===== src/rtl/ram_bist_ctrl.sv =====
// March C- self-test engine driving a dual-port RAM; a run takes 11*N busy cycles plus one DONE cycle.
// No backpressure: the RAM port accepts every access, and bist_start is ignored unless idle.
module ram_bist_ctrl #(
  parameter int ADDR_W       = 10,
  parameter int DATA_W       = 8,
  parameter bit STOP_ON_FAIL = 1'b1
) (
  input  logic              ram_clk,
  input  logic              ram_rst,
  input  logic              bist_start,
  output logic              bist_busy,
  output logic              bist_done,
  output logic              bist_pass,
  output logic [15:0]       err_cnt,
  output logic [2:0]        fail_elem,
  output logic [ADDR_W-1:0] fail_addrs,
  output logic [DATA_W-1:0] fail_dat,
  output logic [DATA_W-1:0] fail_exp,
  output logic [ADDR_W-1:0] ram_rd_addrs,
  output logic [ADDR_W-1:0] ram_wrt_addrs,
  output logic              ram_wrt_en,
  output logic [DATA_W-1:0] ram_wrt_dat,
  input  logic [DATA_W-1:0] ram_rd_dat
);

  typedef enum logic [2:0] {IDLE, WR, RD, CMP, DONE} state_t;

  state_t            state_q, state_d;
  logic [2:0]        elem_q, elem_d;
  logic [ADDR_W-1:0] addr_q, addr_d;
  logic              down, last_addr, mismatch, has_wr;
  logic [DATA_W-1:0] exp_pat, wr_pat;

  // Elements 3..5 walk downward; M1/M3 expect zeros and write ones, M2/M4 the reverse.
  always_comb begin
    down      = (elem_q >= 3'd3);
    last_addr = down ? (addr_q == '0) : (addr_q == '1);
    exp_pat   = (elem_q == 3'd2 || elem_q == 3'd4) ? '1 : '0;
    wr_pat    = (elem_q == 3'd1 || elem_q == 3'd3) ? '1 : '0;
    has_wr    = (elem_q != 3'd5);
    mismatch  = (state_q == CMP) && (ram_rd_dat != exp_pat);
  end

  always_ff @(posedge ram_clk) begin
    if (ram_rst) begin
      state_q <= IDLE;
      elem_q  <= '0;
      addr_q  <= '0;
    end else begin
      state_q <= state_d;
      elem_q  <= elem_d;
      addr_q  <= addr_d;
    end
  end

  always_comb begin
    state_d       = state_q;
    elem_d        = elem_q;
    addr_d        = addr_q;
    bist_busy     = 1'b0;
    bist_done     = 1'b0;
    ram_rd_addrs  = '0;
    ram_wrt_addrs = '0;
    ram_wrt_en    = 1'b0;
    ram_wrt_dat   = '0;
    case (state_q)
      IDLE: begin
        if (bist_start) begin
          elem_d  = 3'd0;
          addr_d  = '0;
          state_d = WR;
        end
      end
      WR: begin
        bist_busy     = 1'b1;
        ram_wrt_en    = 1'b1;
        ram_wrt_addrs = addr_q;
        if (last_addr) begin
          elem_d  = 3'd1;
          addr_d  = '0;
          state_d = RD;
        end else begin
          addr_d = addr_q + 1'b1;
        end
      end
      RD: begin
        bist_busy    = 1'b1;
        ram_rd_addrs = addr_q;
        state_d      = CMP;
      end
      CMP: begin
        bist_busy = 1'b1;
        if (has_wr) begin
          ram_wrt_en    = 1'b1;
          ram_wrt_addrs = addr_q;
          ram_wrt_dat   = wr_pat;
        end
        if (STOP_ON_FAIL && mismatch) begin
          state_d = DONE;
        end else if (last_addr) begin
          if (elem_q == 3'd5) begin
            state_d = DONE;
          end else begin
            elem_d  = elem_q + 3'd1;
            addr_d  = ((elem_q + 3'd1) >= 3'd3) ? '1 : '0;
            state_d = RD;
          end
        end else begin
          addr_d  = down ? (addr_q - 1'b1) : (addr_q + 1'b1);
          state_d = RD;
        end
      end
      DONE: begin
        bist_done = 1'b1;
        state_d   = IDLE;
      end
      default: state_d = IDLE;
    endcase
  end

  // Result registers; pass is decided on entry to DONE so it is valid alongside the done pulse.
  always_ff @(posedge ram_clk) begin
    if (ram_rst) begin
      err_cnt    <= '0;
      bist_pass  <= 1'b0;
      fail_elem  <= '0;
      fail_addrs <= '0;
      fail_dat   <= '0;
      fail_exp   <= '0;
    end else if (state_q == IDLE && bist_start) begin
      err_cnt    <= '0;
      bist_pass  <= 1'b0;
      fail_elem  <= '0;
      fail_addrs <= '0;
      fail_dat   <= '0;
      fail_exp   <= '0;
    end else begin
      if (mismatch) begin
        if (err_cnt != 16'hFFFF) begin
          err_cnt <= err_cnt + 16'd1;
        end
        if (err_cnt == 16'd0) begin
          fail_elem  <= elem_q;
          fail_addrs <= addr_q;
          fail_dat   <= ram_rd_dat;
          fail_exp   <= exp_pat;
        end
      end
      if (state_d == DONE && state_q != DONE) begin
        bist_pass <= (err_cnt == 16'd0) && !mismatch;
      end
    end
  end

endmodule


===== config.mk =====
export PLATFORM = sky130hd
export DESIGN_NAME = ram_bist_ctrl
export DESIGN_NICKNAME = d
export VERILOG_FILES = /design/src/rtl/ram_bist_ctrl.sv
export SDC_FILE = /design/constraint.sdc
export NUM_CORES = 1
export LEC_CHECK = 0
export ABC_AREA = 1
export CORE_MARGIN = 4
export CORE_UTILIZATION = 50
export CTS_CLUSTER_SIZE = 30
export DETAILED_ROUTE_END_ITERATION = 10
export DONT_BUFFER_PORTS = 1
export HOLD_SLACK_MARGIN = 0.08
export PLACE_DENSITY = 0.65
export SLEW_MARGIN = 20
export SYNTH_ARGS = -nofsm -noshare
export SYNTH_HDL_FRONTEND = slang
export SYNTH_SLANG_ARGS = --single-unit

===== constraint.sdc =====
create_clock -name ram_clk -period 2.01 [get_ports ram_clk]
set_input_delay 0.3015 -clock ram_clk [delete_from_list [all_inputs] [get_ports ram_clk]]
set_output_delay 0.3015 -clock ram_clk [all_outputs]
set_load 0.1 [all_outputs]

Word level (Yosys, flattened, before mapping)
Cells that the tools add are included.
{"block": "totals", "regBits": 62, "inputBits": 11, "out_inout_bits": 77, "elab_cells": 85}
{"block": "op_classes", "n_addsub": 4, "n_lt_le_gt_ge": 2, "eq_ne": 21, "muxes": 32, "n_reduce_logical": 17}
{"cell": "2-to-1 mux 10 bit", "count": 9}
{"cell": "2-to-1 mux 8 bit", "count": 4}
{"cell": "2-to-1 mux 3 bit", "count": 10}
{"cell": "case mux 10 bit (3 select lines)", "count": 1}
{"cell": "case mux 10 bit (2 select lines)", "count": 1}
{"cell": "adder 16 x 1 -> 16 bit, second input constant", "count": 1}
{"cell": "logical NOT 16 bit", "count": 1}
{"cell": "inequality test 16 bit, second input constant", "count": 1}
{"cell": "equality test 3 x 2 -> 1 bit, second input constant", "count": 4}
{"cell": "equality test 3 bit, second input constant", "count": 4}
{"cell": "case mux 3 bit (4 select lines)", "count": 1}
{"cell": "adder 10 x 1 -> 10 bit, second input constant", "count": 1}
{"cell": "equality test 10 bit, second input constant", "count": 1}
{"cell": "logical NOT 10 bit", "count": 1}
{"cell": "inequality test 2 bit, second input constant", "count": 5}
{"cell": "subtractor 10 x 1 -> 10 bit, second input constant", "count": 1}
{"cell": "inequality test 3 bit, second input constant", "count": 3}
{"cell": "case mux 3 bit (3 select lines)", "count": 1}
{"cell": "inequality test 8 bit", "count": 1}
{"cell": "equality test 3 x 1 -> 1 bit, second input constant", "count": 2}
{"cell": ">= comparator 3 x 2 -> 1 bit, second input constant", "count": 2}
{"cell": "AND reduction 6 bit", "count": 1}
{"cell": "logical AND 1 bit", "count": 4}
{"cell": "2-to-1 mux 1 bit", "count": 4}
{"cell": "other kinds (10)", "count": 12}

Logic depth before layout (Yosys ltp)
Gate-level depths: netlist (run 1).
{"block": "depth", "depth_word": 9, "mapped_depth": 14, "ltp_nobuf": 13}

Worst setup path after synthesis (run 1)
OpenSTA, ideal clock, no wires.
{"block": "synth_path", "path_type": "reg2out", "startpoint": "reg elem_q[1]", "endpoint": "out ram_wrt_dat[1]", "arrival_time_ps": 2825, "required_time_ps": 1709, "slack_ps": -1116, "stages_incl_launch_ff": 7, "n_path_buf": 1, "cell_sequence": "dfxtp_1 -> inv_1 -> ha_1 -> nand2_1 -> o21ai_0 -> nor2_1 -> buf_4"}
{"block": "synth_via", "elab_chain_len": 5, "word_cells_on_any_way": 7, "cone_classes": "eq/ne: 3; mux: 3; reduce/logical: 1"}
{"element": "from (decl)", "line_no": "29", "source": "logic [2:0] elem_q, elem_d;"}
{"element": "from (signal assigned)", "line_no": "51", "source": "elem_q <= elem_d;"}
{"element": "equality test 3 x 1 -> 1 bit / equality test 3 x 2 -> 1 bit (equally long branches)", "line_no": "39", "source": "wr_pat = (elem_q == 3'd1 || elem_q == 3'd3) ? '1 : '0;"}
{"element": "logical OR 1 bit", "line_no": "39"}
{"element": "2-to-1 mux 8 bit", "line_no": "39"}
{"element": "2-to-1 mux 8 bit (*)", "line_no": "93", "source": "if (has_wr) begin"}
{"element": "2-to-1 mux 8 bit (*)", "line_no": "66", "source": "case (state_q)"}
{"element": "to (decl)", "line_no": "22", "source": "output logic [DATA_W-1:0] ram_wrt_dat,"}
Every way passes the cells marked *; elsewhere a longest branch is shown, timed or not.

Worst setup path in the final report (run 1)
{"block": "layout_path", "startpoint": "reg elem_q[1]", "endpoint": "out ram_wrt_dat[2]"}
The elaborated chain is that of the path after synthesis.

==> results.sh, run 1 <==
export IMPL_status="complete, but fails checks"
export IMPL_violations="negative setup slack"
export IMPL_synth_main_ff_cell="dfxtp_1"
export IMPL_hold_path_end="fail_dat[7]"
export IMPL_avgSynthCellArea_um2=6.382
export IMPL_power_frac_comb=0.118
export IMPL_ant_nets=0
export IMPL_p_leak_nw=2.096
export IMPL_cts_path_max_buffers=2
export IMPL_first_global_vias=3682
export IMPL_min_period_ns=2.064
export IMPL_rsz0062_at_grt="yes"
export IMPL_drcViolationCount=0
export IMPL_area_growth_pct=37.37
export IMPL_h_tree_depth=2
export IMPL_worstPathArrival_ns=1.76
export IMPL_seq_power_share=0.549
export IMPL_crit_required_ns=1.71
export IMPL_antenna_diode_count=0
export IMPL_yosysWarnings=0
export IMPL_yosysUniqueCellTypes=33
export IMPL_vdd_ir_drop_max_mv=0.2814
export IMPL_critical_path_max_fanout=6
export IMPL_power_switching_uw=573.2
export IMPL_clkPwrFrac=0.333
export IMPL_die_w_um=93.00
export IMPL_slew_headroom=0.5428
export IMPL_worstSetupStartpointType="flop"
export IMPL_min_path_type="in2reg"
export IMPL_hpwl_um=7785
export IMPL_cell_internal_pwr_mw=1.421
export IMPL_hold_viol_final=0
export IMPL_reg2regPathDepth=10
export IMPL_worst_setup_path_end_kind="output port"
export IMPL_synth_edf_count=0
export IMPL_dieArea_um2=8648
export IMPL_place_congestion=0.9616
export IMPL_layout_nets=667
export IMPL_worst_hold_slack_ns=0.1307
export IMPL_antenna_found_initial=0
export IMPL_numCtsBuffers=5
export IMPL_fmax_mhz=484.6
export IMPL_cp_startpoint="elem_q[1]"
export IMPL_synth_seq_cells=55
export IMPL_first_iter_violations=266
export IMPL_grtUsageTotal=0.2435
export IMPL_worst_pin_slew_ns=0.6835
export IMPL_grt_pass1_wl_um=17310
export IMPL_pre_cts_ws_ns=-0.01223
export IMPL_start_util=0.5230
export IMPL_dieHeight_um=93.00
export IMPL_whs_path_depth=2
export IMPL_power_density_nw_per_um2=401.9
export IMPL_r2r_end="elem_q[2]"
export IMPL_final_cell_mix="nand2_1 (138), buf_4 (75), nor2_1 (72), nand3_1 (43), inv_1 (41)"
export IMPL_dr_total_vias=3922
export IMPL_synthCells=566
export IMPL_core_um2=6907
export IMPL_grt_max_degree=29
export IMPL_netlist_area_um2=3612
export IMPL_insertion_delay_ns=0.32
export IMPL_drive_above_1_share=0.3199
export IMPL_setup_viol_count_final=6
export IMPL_ios=88
export IMPL_fin_ws_ns=-0.05374
export IMPL_viasPerCell=5.279
export IMPL_synth_nets=587
export IMPL_rrSetupSlack_ns=0.06
export IMPL_mostFrequentLayoutCell="nand2_1"
export IMPL_clock_sinks=55
export IMPL_reg2reg_from="addr_q[1]"
export IMPL_ys_seq_area_frac=0.3048
export IMPL_slew_viol_final=0
export IMPL_routed_wl_um=10730
export IMPL_path_clk_slew_ns=0.11
export IMPL_max_cap_violations=0
export IMPL_num_rows=30
export IMPL_io_buffer_count=0
export IMPL_fin_skew_ns=0.007278
export IMPL_fin_crit_sh=1.027
export IMPL_hold_start="ram_rd_dat[7]"
export IMPL_cts_tree="built"
export IMPL_p_sw_frac=0.2874
export IMPL_post_drt_wl_per_cell_um=14.45
export IMPL_critPathKind="reg2out"
export IMPL_overflow=0
export IMPL_dr_pass1_iters=5
export IMPL_synthArstFlopShare=0
export IMPL_cts_root_buf="clkbuf_8"
==> synth_stat cells, types with 2 or more instances <==
master / count / share of area
a21oi_1: 31 / 0.043
a21oi_2: 2 / 0.0049
buf_1: 2 / 0.0021
buf_2: 6 / 0.0083
buf_4: 15 / 0.031
buf_6: 6 / 0.019
clkbuf_1: 8 / 0.0083
dfxtp_1: 55 / 0.30
ha_1: 10 / 0.035
inv_1: 47 / 0.049
inv_2: 6 / 0.0062
nand2_1: 142 / 0.15
nand2_2: 3 / 0.0052
nand3_1: 43 / 0.060
nand3_2: 3 / 0.0083
nand3_4: 2 / 0.0097
nand4_1: 8 / 0.014
nor2_1: 94 / 0.098
nor2_2: 5 / 0.0087
nor2_8: 2 / 0.011
nor3_1: 14 / 0.019
o21ai_0: 34 / 0.047
o21ai_1: 4 / 0.0055
or2_2: 2 / 0.0035
xnor2_1: 3 / 0.0073
xor2_1: 12 / 0.029
==> flip-flops by register name (all words and copies together), names as in the netlist <==
| name | flops |
|---|---|
| addr_q | 10 |
| bist_pass | 1 |
| elem_q | 3 |
| err_cnt | 16 |
| fail_addrs | 10 |
| fail_dat | 8 |
| fail_elem | 3 |
| fail_exp | 1 |
| state_q | 3 |
==> worst max-delay path by stage <==
stage / to / slack, ns / cells past startpoint
after global routing: ram_wrt_dat[2] / -0.11 / 7
final: ram_wrt_dat[2] / -0.05 / 7
after CTS: ram_wrt_dat[0] / -0.06 / 7
after global placement: err_cnt[1] / 0.01 / 7
after detailed placement: err_cnt[1] / -0.01 / 7
after floorplan: ram_wrt_addrs[0] / -0.51 / 6
==> cell families after synthesis <==
family | count (synthesis) | synth area share
AO/OA/AOI/OAI | 75 | 0.1088
XOR/XNOR | 15 | 0.03637
adder cells (fa/ha/maj) | 10 | 0.03464
buffers and inverters | 91 | 0.1247
flip-flops | 55 | 0.3048
AND/OR/NAND/NOR | 320 | 0.3907
==> power by group through the flow <==
stage,clock network (mW),logic [mW],registers (mW)
3_3_place_gp,0,0.193,1.12
6_report,0.664,0.235,1.10
3_5_place_dp,0,0.197,1.12
4_1_cts,0.682,0.214,1.10
2_1_floorplan,0,0.147,1.12
5_1_grt,0.712,0.254,1.10
==> worst max-delay path, stage by stage, from the launching register on <==
cell and delay, ns:
dfxtp_4 0.41, inv_4 0.05, ha_4 0.17, nand2_4 0.08, o21ai_4 0.06, nor2_4 0.10
buf_12 0.28, buf_16 0.28
==> final cells by class <==
class | instances | area, um2
Multi-Input combinational cell | 420 | 2266
Fill cell | 585 | 1944
Sequential cell | 55 | 1141
Timing Repair Buffer | 110 | 1125
Inverter | 54 | 214.0
Tap cell | 96 | 120.1
Clock buffer | 5 | 68.82
Clock inverter | 3 | 27.53
==> through the flow <==
step / total power, mW / TNS [ns] / cells / utilization / area, um2
2_1_floorplan: 1.268 / -5.687 / 566 / - / 3777
3_3_place_gp: 1.314 / 0 / 722 / 0.6582 / 4546
3_5_place_dp: 1.319 / -0.01597 / 722 / 0.6582 / 4546
4_1_cts: 1.991 / -0.3759 / 736 / 0.6962 / 4808
5_1_grt: 2.063 / -1.460 / 743 / 0.7185 / 4962
6_report: 1.994 / -0.3036 / 743 / 0.7185 / 4962
==> layer usage <==
metal / vias up / global-route usage / routed length [um]
met5: - / 0 / 0
met4: 0 / 0.09280 / 220
met3: 23 / 0.04344 / 744
met2: 155 / 0.4289 / 5354
met1: 1804 / 0.2937 / 4415
li1: 1940 / - / -
==> repair_timing <==
item / 4_1_cts / 5_1_grt
gates resized for setup: 25 / 33
hold buffers: 1 / 0
cloned: 0 / 1
endpoints found under the setup margin: 23 / 68
buffers inserted: 5 / 6
pin swaps: 6 / 3
hold endpoints to repair: 15 / 0
Note: power is estimated with default switching activity, not from simulation.
==> inputs of run 2 (changes only) <==
--- a/config.mk
+++ b/config.mk
@@ -11,8 +11,9 @@
 export CTS_CLUSTER_SIZE = 30
 export DETAILED_ROUTE_END_ITERATION = 10
 export DONT_BUFFER_PORTS = 1
-export HOLD_SLACK_MARGIN = 0.08
+export HOLD_SLACK_MARGIN = 0.03
 export PLACE_DENSITY = 0.65
+export REMOVE_ABC_BUFFERS = 1
 export SLEW_MARGIN = 20
 export SYNTH_ARGS = -nofsm -noshare
 export SYNTH_HDL_FRONTEND = slang
==> run 2 against run 1 <==
Compared with the run above: the run still ends with negative setup slack left; global-route usage down 1.1 points; first-iteration DRC count down 24%; die area unchanged; combinational power about the same; clock skew up 0.0026 ns; flip-flop and latch count unchanged; clock power down 5.0%; sequential power about the same; sequential share of layout area down 0.93 points; critical endpoint is now ram_wrt_dat[0]; largest cell class unchanged; highest routed layer unchanged.
==> results.sh, run 2 (synthesis gave the netlist of run 1 again) <==
export IMPL_stdcell_count=735
export IMPL_num_rows=30
export IMPL_grtUsageTotal=0.2326
export IMPL_status="complete, but fails checks"
export IMPL_slew_viol_final=0
export IMPL_place_congestion=0.9241
export IMPL_first_iter_violations=201
export IMPL_setup_viol_count_final=13
export IMPL_post_drt_wl_per_cell_um=14.39
export IMPL_grt_pass1_wl_um=16690
export IMPL_crit_required_ns=1.71
export IMPL_slew_headroom=0.5979
export IMPL_antenna_diode_count=0
export IMPL_path_clk_slew_ns=0.10
export IMPL_h_tree_depth=2
export IMPL_whs_path_depth=1
export IMPL_fin_skew_ns=0.009900
export IMPL_ios=88
export IMPL_reg2reg_from="elem_q[1]"
export IMPL_max_cap_violations=0
export IMPL_min_path_type="in2reg"
export IMPL_fmax_mhz=478.5
export IMPL_dieArea_um2=8648
export IMPL_core_um2=6907
export IMPL_r2r_end="bist_pass"
export IMPL_fin_ws_ns=-0.07980
export IMPL_worstPathArrival_ns=1.79
export IMPL_hold_viol_final=0
export IMPL_viasPerCell=5.278
export IMPL_worst_setup_path_end_kind="output port"
export IMPL_routed_wl_um=10580
export IMPL_rsz0062_at_grt="yes"
export IMPL_insertion_delay_ns=0.31
export IMPL_final_core_util=0.7306
export IMPL_reg_largest_list="err_cnt (16), addr_q (10), fail_addrs (10)"
export IMPL_top_register="err_cnt"
export IMPL_antenna_found_initial=0
export IMPL_power_density_nw_per_um2=389.6
export IMPL_drive_above_1_share=0.2926
export IMPL_min_period_ns=2.090
export IMPL_dp_cells=714
export IMPL_dieHeight_um=93.00
export IMPL_io_buffer_count=0
export IMPL_drcViolationCount=0
export IMPL_clock_sinks=55
export IMPL_start_util=0.5230
export IMPL_rrSetupSlack_ns=0.02
export IMPL_dr_total_vias=3879
export IMPL_worst_hold_slack_ns=0.05016
export IMPL_dr_pass1_iters=4
export IMPL_ant_nets=0
export IMPL_fin_crit_sh=1.040
export IMPL_hold_start="ram_rst"
export IMPL_cts_path_max_buffers=2
export IMPL_hold_path_end="addr_q[1]"
export IMPL_area_growth_pct=39.70
export IMPL_vdd_ir_drop_max_mv=0.3861
export IMPL_numCtsBuffers=5
export IMPL_layout_nets=659
export IMPL_violations="negative setup slack"
export IMPL_critPathKind="reg2out"
export IMPL_p_leak_nw=2.090
export IMPL_critical_path_max_fanout=6
export IMPL_mostFrequentLayoutCell="nand2_1"
export IMPL_worst_pin_slew_ns=0.6064
export IMPL_pre_cts_ws_ns=0.03585
export IMPL_overflow=0
export IMPL_largest_reg_flops=16
export IMPL_grt_max_degree=29
export IMPL_cts_tree="built"
export IMPL_reg2regPathDepth=13
export IMPL_final_cell_mix="nand2_1 (138), nor2_1 (70), buf_4 (66), dfxtp_1 (51), nand3_1 (43)"
export IMPL_first_global_vias=3612
export IMPL_die_w_um=93.00
export IMPL_worstSetupStartpointType="flop"
export IMPL_hpwl_um=7530
export IMPL_cts_root_buf="clkbuf_8"
export IMPL_postCtsHoldBufs=0
export IMPL_finalSetupTns_ns=-0.5389
==> run 2: changes by cell type in the layout (fill, tap and decap cells not counted), moves of 4 or more <==
cell | before | now
dfxtp_1 | 37 | 51
buf_12 | 14 | 27
buf_6 | 15 | 4
dfxtp_2 | 11 | 1
buf_4 | 75 | 66
o21ai_0 | 30 | 24
o21ai_1 | 4 | 10
dfxtp_4 | 7 | 3
nor2_4 | 7 | 11
==> run 2: per-stage QoR <==
stage	total power [mW]	instance area (um2)
finish	1.966	5046
global placement	1.311	4559
global route	2.041	5046
CTS	1.948	4751
floorplan	1.257	3364
detailed placement	1.314	4559
==> run 2: metal layers <==
metal	wire length, um	track usage	vias up
met2	5443	0.4043	144
li1	-	-	1929
met5	0	0	-
met4	272	0.09158	0
met3	694	0.03620	21
met1	4165	0.2870	1785
==> run 2: power by group <==
part | leakage (nW) | switching, mW | internal (mW)
logic | 1.60 | 0.157 | 0.0777
clock network | 0.0485 | 0.380 | 0.251
registers | 0.446 | 0.00783 | 1.09
==> run 2: cell type report <==
| cell class | instances | area [um2] |
|---|---|---|
| clock inverters | 3 | 22.52 |
| clock buffers | 5 | 68.82 |
| well taps | 96 | 120.1 |
| fillers | 585 | 1861 |
| multi-input cells | 420 | 2296 |
| repair buffers | 102 | 1201 |
| flip-flops and latches | 55 | 1114 |
| inverters | 54 | 224.0 |
==> run 2: how the worst max path moves through the flow <==
stage,startpoint,to,depth (start not counted)
floorplan,elem_q[1],ram_wrt_dat[0],5
global placement,elem_q[1],ram_wrt_dat[0],6
detailed placement,elem_q[0],bist_pass,12
CTS,elem_q[0],ram_wrt_dat[0],5
global route,elem_q[1],ram_wrt_dat[3],6
finish,elem_q[1],ram_wrt_dat[0],6
==> run 2: critical path, stage by stage (launching register included) <==
cell,delay [ns]
dfxtp_4,0.40
inv_4,0.05
ha_4,0.17
nand2_4,0.08
o21ai_4,0.07
nor2_4,0.14
clkbuf_16,0.55
==> run 2: repair_timing <==
item	4_1_cts	5_1_grt
setup endpoints to repair	30	81
buffers inserted	4	5
resized for setup	21	58
cloned	1	3
pin swaps	1	6
==> inputs of run 3 (changes only) <==
--- a/config.mk
+++ b/config.mk
@@ -6,13 +6,13 @@
 export NUM_CORES = 1
 export LEC_CHECK = 0
 export ABC_AREA = 1
+export BUFFER_PORTS_ARGS = -buffer_cell sky130_fd_sc_hd__clkbuf_2
 export CORE_MARGIN = 4
-export CORE_UTILIZATION = 50
+export CORE_UTILIZATION = 49
 export CTS_CLUSTER_SIZE = 30
 export DETAILED_ROUTE_END_ITERATION = 10
-export DONT_BUFFER_PORTS = 1
 export HOLD_SLACK_MARGIN = 0.03
-export PLACE_DENSITY = 0.65
+export PLACE_DENSITY = 0.77
 export REMOVE_ABC_BUFFERS = 1
 export SLEW_MARGIN = 20
 export SYNTH_ARGS = -nofsm -noshare
==> constraint.sdc (replaced) <==
create_clock -name ram_clk -period 1.74 [get_ports ram_clk]
set_input_delay 0.261 -clock ram_clk [delete_from_list [all_inputs] [get_ports ram_clk]]
set_output_delay 0.261 -clock ram_clk [all_outputs]
set_load 0.1 [all_outputs]
==> run 3 against run 2 <==
Compared with the run above: the run still ends with negative setup slack left; via count up 14%; design area up 11%; non-clock buffer count up 52; critical path depth up 1; routed wire length up 23%; register-to-register slack worse by 0.24 ns; die area up 1.9%; cell count up 7.6%; power up 20%; first-iteration DRC count rose to 3.2 times the previous value; sequential power up 15%; critical path type unchanged; largest power group unchanged; highest routed layer unchanged.
==> results.sh, run 3 (synthesis gave the netlist of run 1 again) <==
export IMPL_power_density_nw_per_um2=420.8
export IMPL_h_tree_depth=2
export IMPL_worstSetupStartpointType="flop"
export IMPL_io_buffer_count=87
export IMPL_ios=88
export IMPL_drcViolationCount=0
export IMPL_dp_cells=774
export IMPL_postLayoutCellArea_um2=5588
export IMPL_insertion_delay_ns=0.32
export IMPL_fin_skew_ns=0.01212
export IMPL_violations="negative setup slack"
export IMPL_p_leak_nw=2.353
export IMPL_top_register="err_cnt"
export IMPL_fmax_mhz=508.4
export IMPL_path_clk_slew_ns=0.11
export IMPL_dr_total_vias=4437
export IMPL_die_w_um=93.86
export IMPL_final_cell_mix="nand2_1 (124), nor2_1 (67), clkbuf_2 (56), buf_4 (51), dfxtp_1 (48)"
export IMPL_max_cap_violations=0
export IMPL_worstPathArrival_ns=1.71
export IMPL_cts_root_buf="clkbuf_8"
export IMPL_status="complete, but fails checks"
export IMPL_postCtsHoldBufs=0
export IMPL_reg_largest_list="err_cnt (16), addr_q (10), fail_addrs (10)"
export IMPL_dieArea_um2=8810
export IMPL_area_growth_pct=54.69
export IMPL_antenna_found_initial=0
export IMPL_first_global_vias=3848
export IMPL_antenna_diode_count=0
export IMPL_clock_sinks=55
export IMPL_hpwl_um=8067
export IMPL_critical_path_max_fanout=6
export IMPL_overflow=0
export IMPL_fin_ws_ns=-0.2270
export IMPL_fillerInstances=490
export IMPL_worst_pin_slew_ns=0.5531
export IMPL_hold_viol_final=0
export IMPL_critPathKind="reg2out"
export IMPL_crit_family="buffers and inverters"
export IMPL_viasPerCell=5.609
export IMPL_crit_slowest_cell="dfxtp_4"
export IMPL_rsz0062_at_grt="yes"
export IMPL_dr_pass1_iters=6
export IMPL_cts_path_max_buffers=2
export IMPL_placed_area_um2=4857
export IMPL_post_drt_wl_per_cell_um=16.43
export IMPL_place_congestion=0.9334
export IMPL_cp_num_buf_inv=4
export IMPL_setup_viol_count_final=71
export IMPL_core_um2=7214
export IMPL_cts_tree="built"
export IMPL_stdcell_count=791
export IMPL_ant_nets=0
export IMPL_numCtsBuffers=5
export IMPL_start_util=0.5007
export IMPL_grt_max_degree=29
export IMPL_first_iter_violations=648
export IMPL_num_rows=31
export IMPL_dieHeight_um=93.86
export IMPL_drive_above_1_share=0.4133
export IMPL_fin_crit_sh=1.130
export IMPL_slew_viol_final=0
export IMPL_layout_nets=712
export IMPL_vdd_ir_drop_max_mv=0.3357
export IMPL_grtUsageTotal=0.2545
export IMPL_slew_headroom=0.6328
export IMPL_min_path_type="in2reg"
export IMPL_max_stage_delay_ns=0.41
export IMPL_grt_pass1_wl_um=18460
export IMPL_largest_reg_flops=16
export IMPL_routed_wl_um=13000
export IMPL_crit_chain="buf_4 -> ha_4 -> nand2_4 -> o21ai_4 -> buf_6 -> inv_2 -> buf_12"
export IMPL_min_period_ns=1.967
export IMPL_crit_required_ns=1.48
export IMPL_worst_setup_path_end_kind="output port"
export IMPL_rrSetupSlack_ns=-0.22
export IMPL_mostFrequentLayoutCell="nand2_1"
run 3: cell types whose count changed in the layout (fill, tap and decap cells not counted), sizes merged:
| cell | change |
|---|---|
| clkbuf | +57 |
| clkinv | -1 |
| buf | -4 |
| nor2 | +1 |
run 3: metal layers:
layer  wire (um)  vias up  share of wire  GRT usage
li1            -     2038              -          -
met1        5040     2001           0.39     0.3405
met2        6131      323           0.47     0.4187
met3        1217       75          0.094    0.04567
met4         610        0          0.047    0.07100
met5           0        -              0          0
run 3: repair_timing:
item | 4_1_cts | 5_1_grt
setup endpoints to repair | 83 | 85
pin swaps | 10 | 25
setup buffers | 3 | 1
gates cloned | 4 | 2
gates resized for setup | 82 | 101
run 3: path summary, 6_finish.rpt:
check / startpoint / end / cells past startpoint
setup / recovery: elem_q[0] / ram_wrt_en / 7
setup reg to reg: elem_q[0] / addr_q[5] / 12
hold reg to reg: fail_addrs[3] / fail_addrs[3] / 2
hold / removal: ram_rd_dat[3] / fail_dat[3] / 3
run 3: worst reg2reg max path, cell delays in order, from the launching register on:
cell and delay, ns:
dfxtp_4 0.39, ha_4 0.18, ha_4 0.17, nor2_4 0.10
nand2_4 0.08, buf_4 0.17, inv_1 0.17, nand3_1 0.15
nand3_2 0.10, nand2_1 0.07, nand2_1 0.11, nand2_1 0.07
a21oi_1 0.13
run 3: per-stage QoR:
step | setup TNS [ns] | util | setup WS, ns | hold slack (ns) | total power [mW]
after floorplan | -153.15 | - | -9.108 | 0.3301 | 1.452
after global placement | -2.156 | 0.6733 | -0.1177 | 0.4613 | 1.567
after detailed placement | -4.533 | 0.6733 | -0.1609 | 0.4718 | 1.573
after CTS | -4.257 | 0.7249 | -0.1426 | 0.2121 | 2.308
after global routing | -13.10 | 0.7745 | -0.2640 | 0.2179 | 2.417
final | -7.530 | 0.7745 | -0.2270 | 0.2015 | 2.352
run 3: cell type report:
class	instances	area (um2)	share of cell area
multi-input combinational	421	2526	0.4521
timing repair buffer	154	1513	0.2707
sequential	55	1120	0.2004
inverter	54	220.2	0.03941
tap	99	123.9	0.02217
clock buffer	6	72.57	0.01299
clock inverter	2	12.51	0.002239
run 3: power by group:
| part | total (mW) | leakage, nW | switching, mW | internal [mW] |
|---|---|---|---|---|
| logic | 0.358 | 1.86 | 0.231 | 0.127 |
| clock network | 0.723 | 0.0412 | 0.440 | 0.283 |
| registers | 1.27 | 0.448 | 0.00997 | 1.26 |
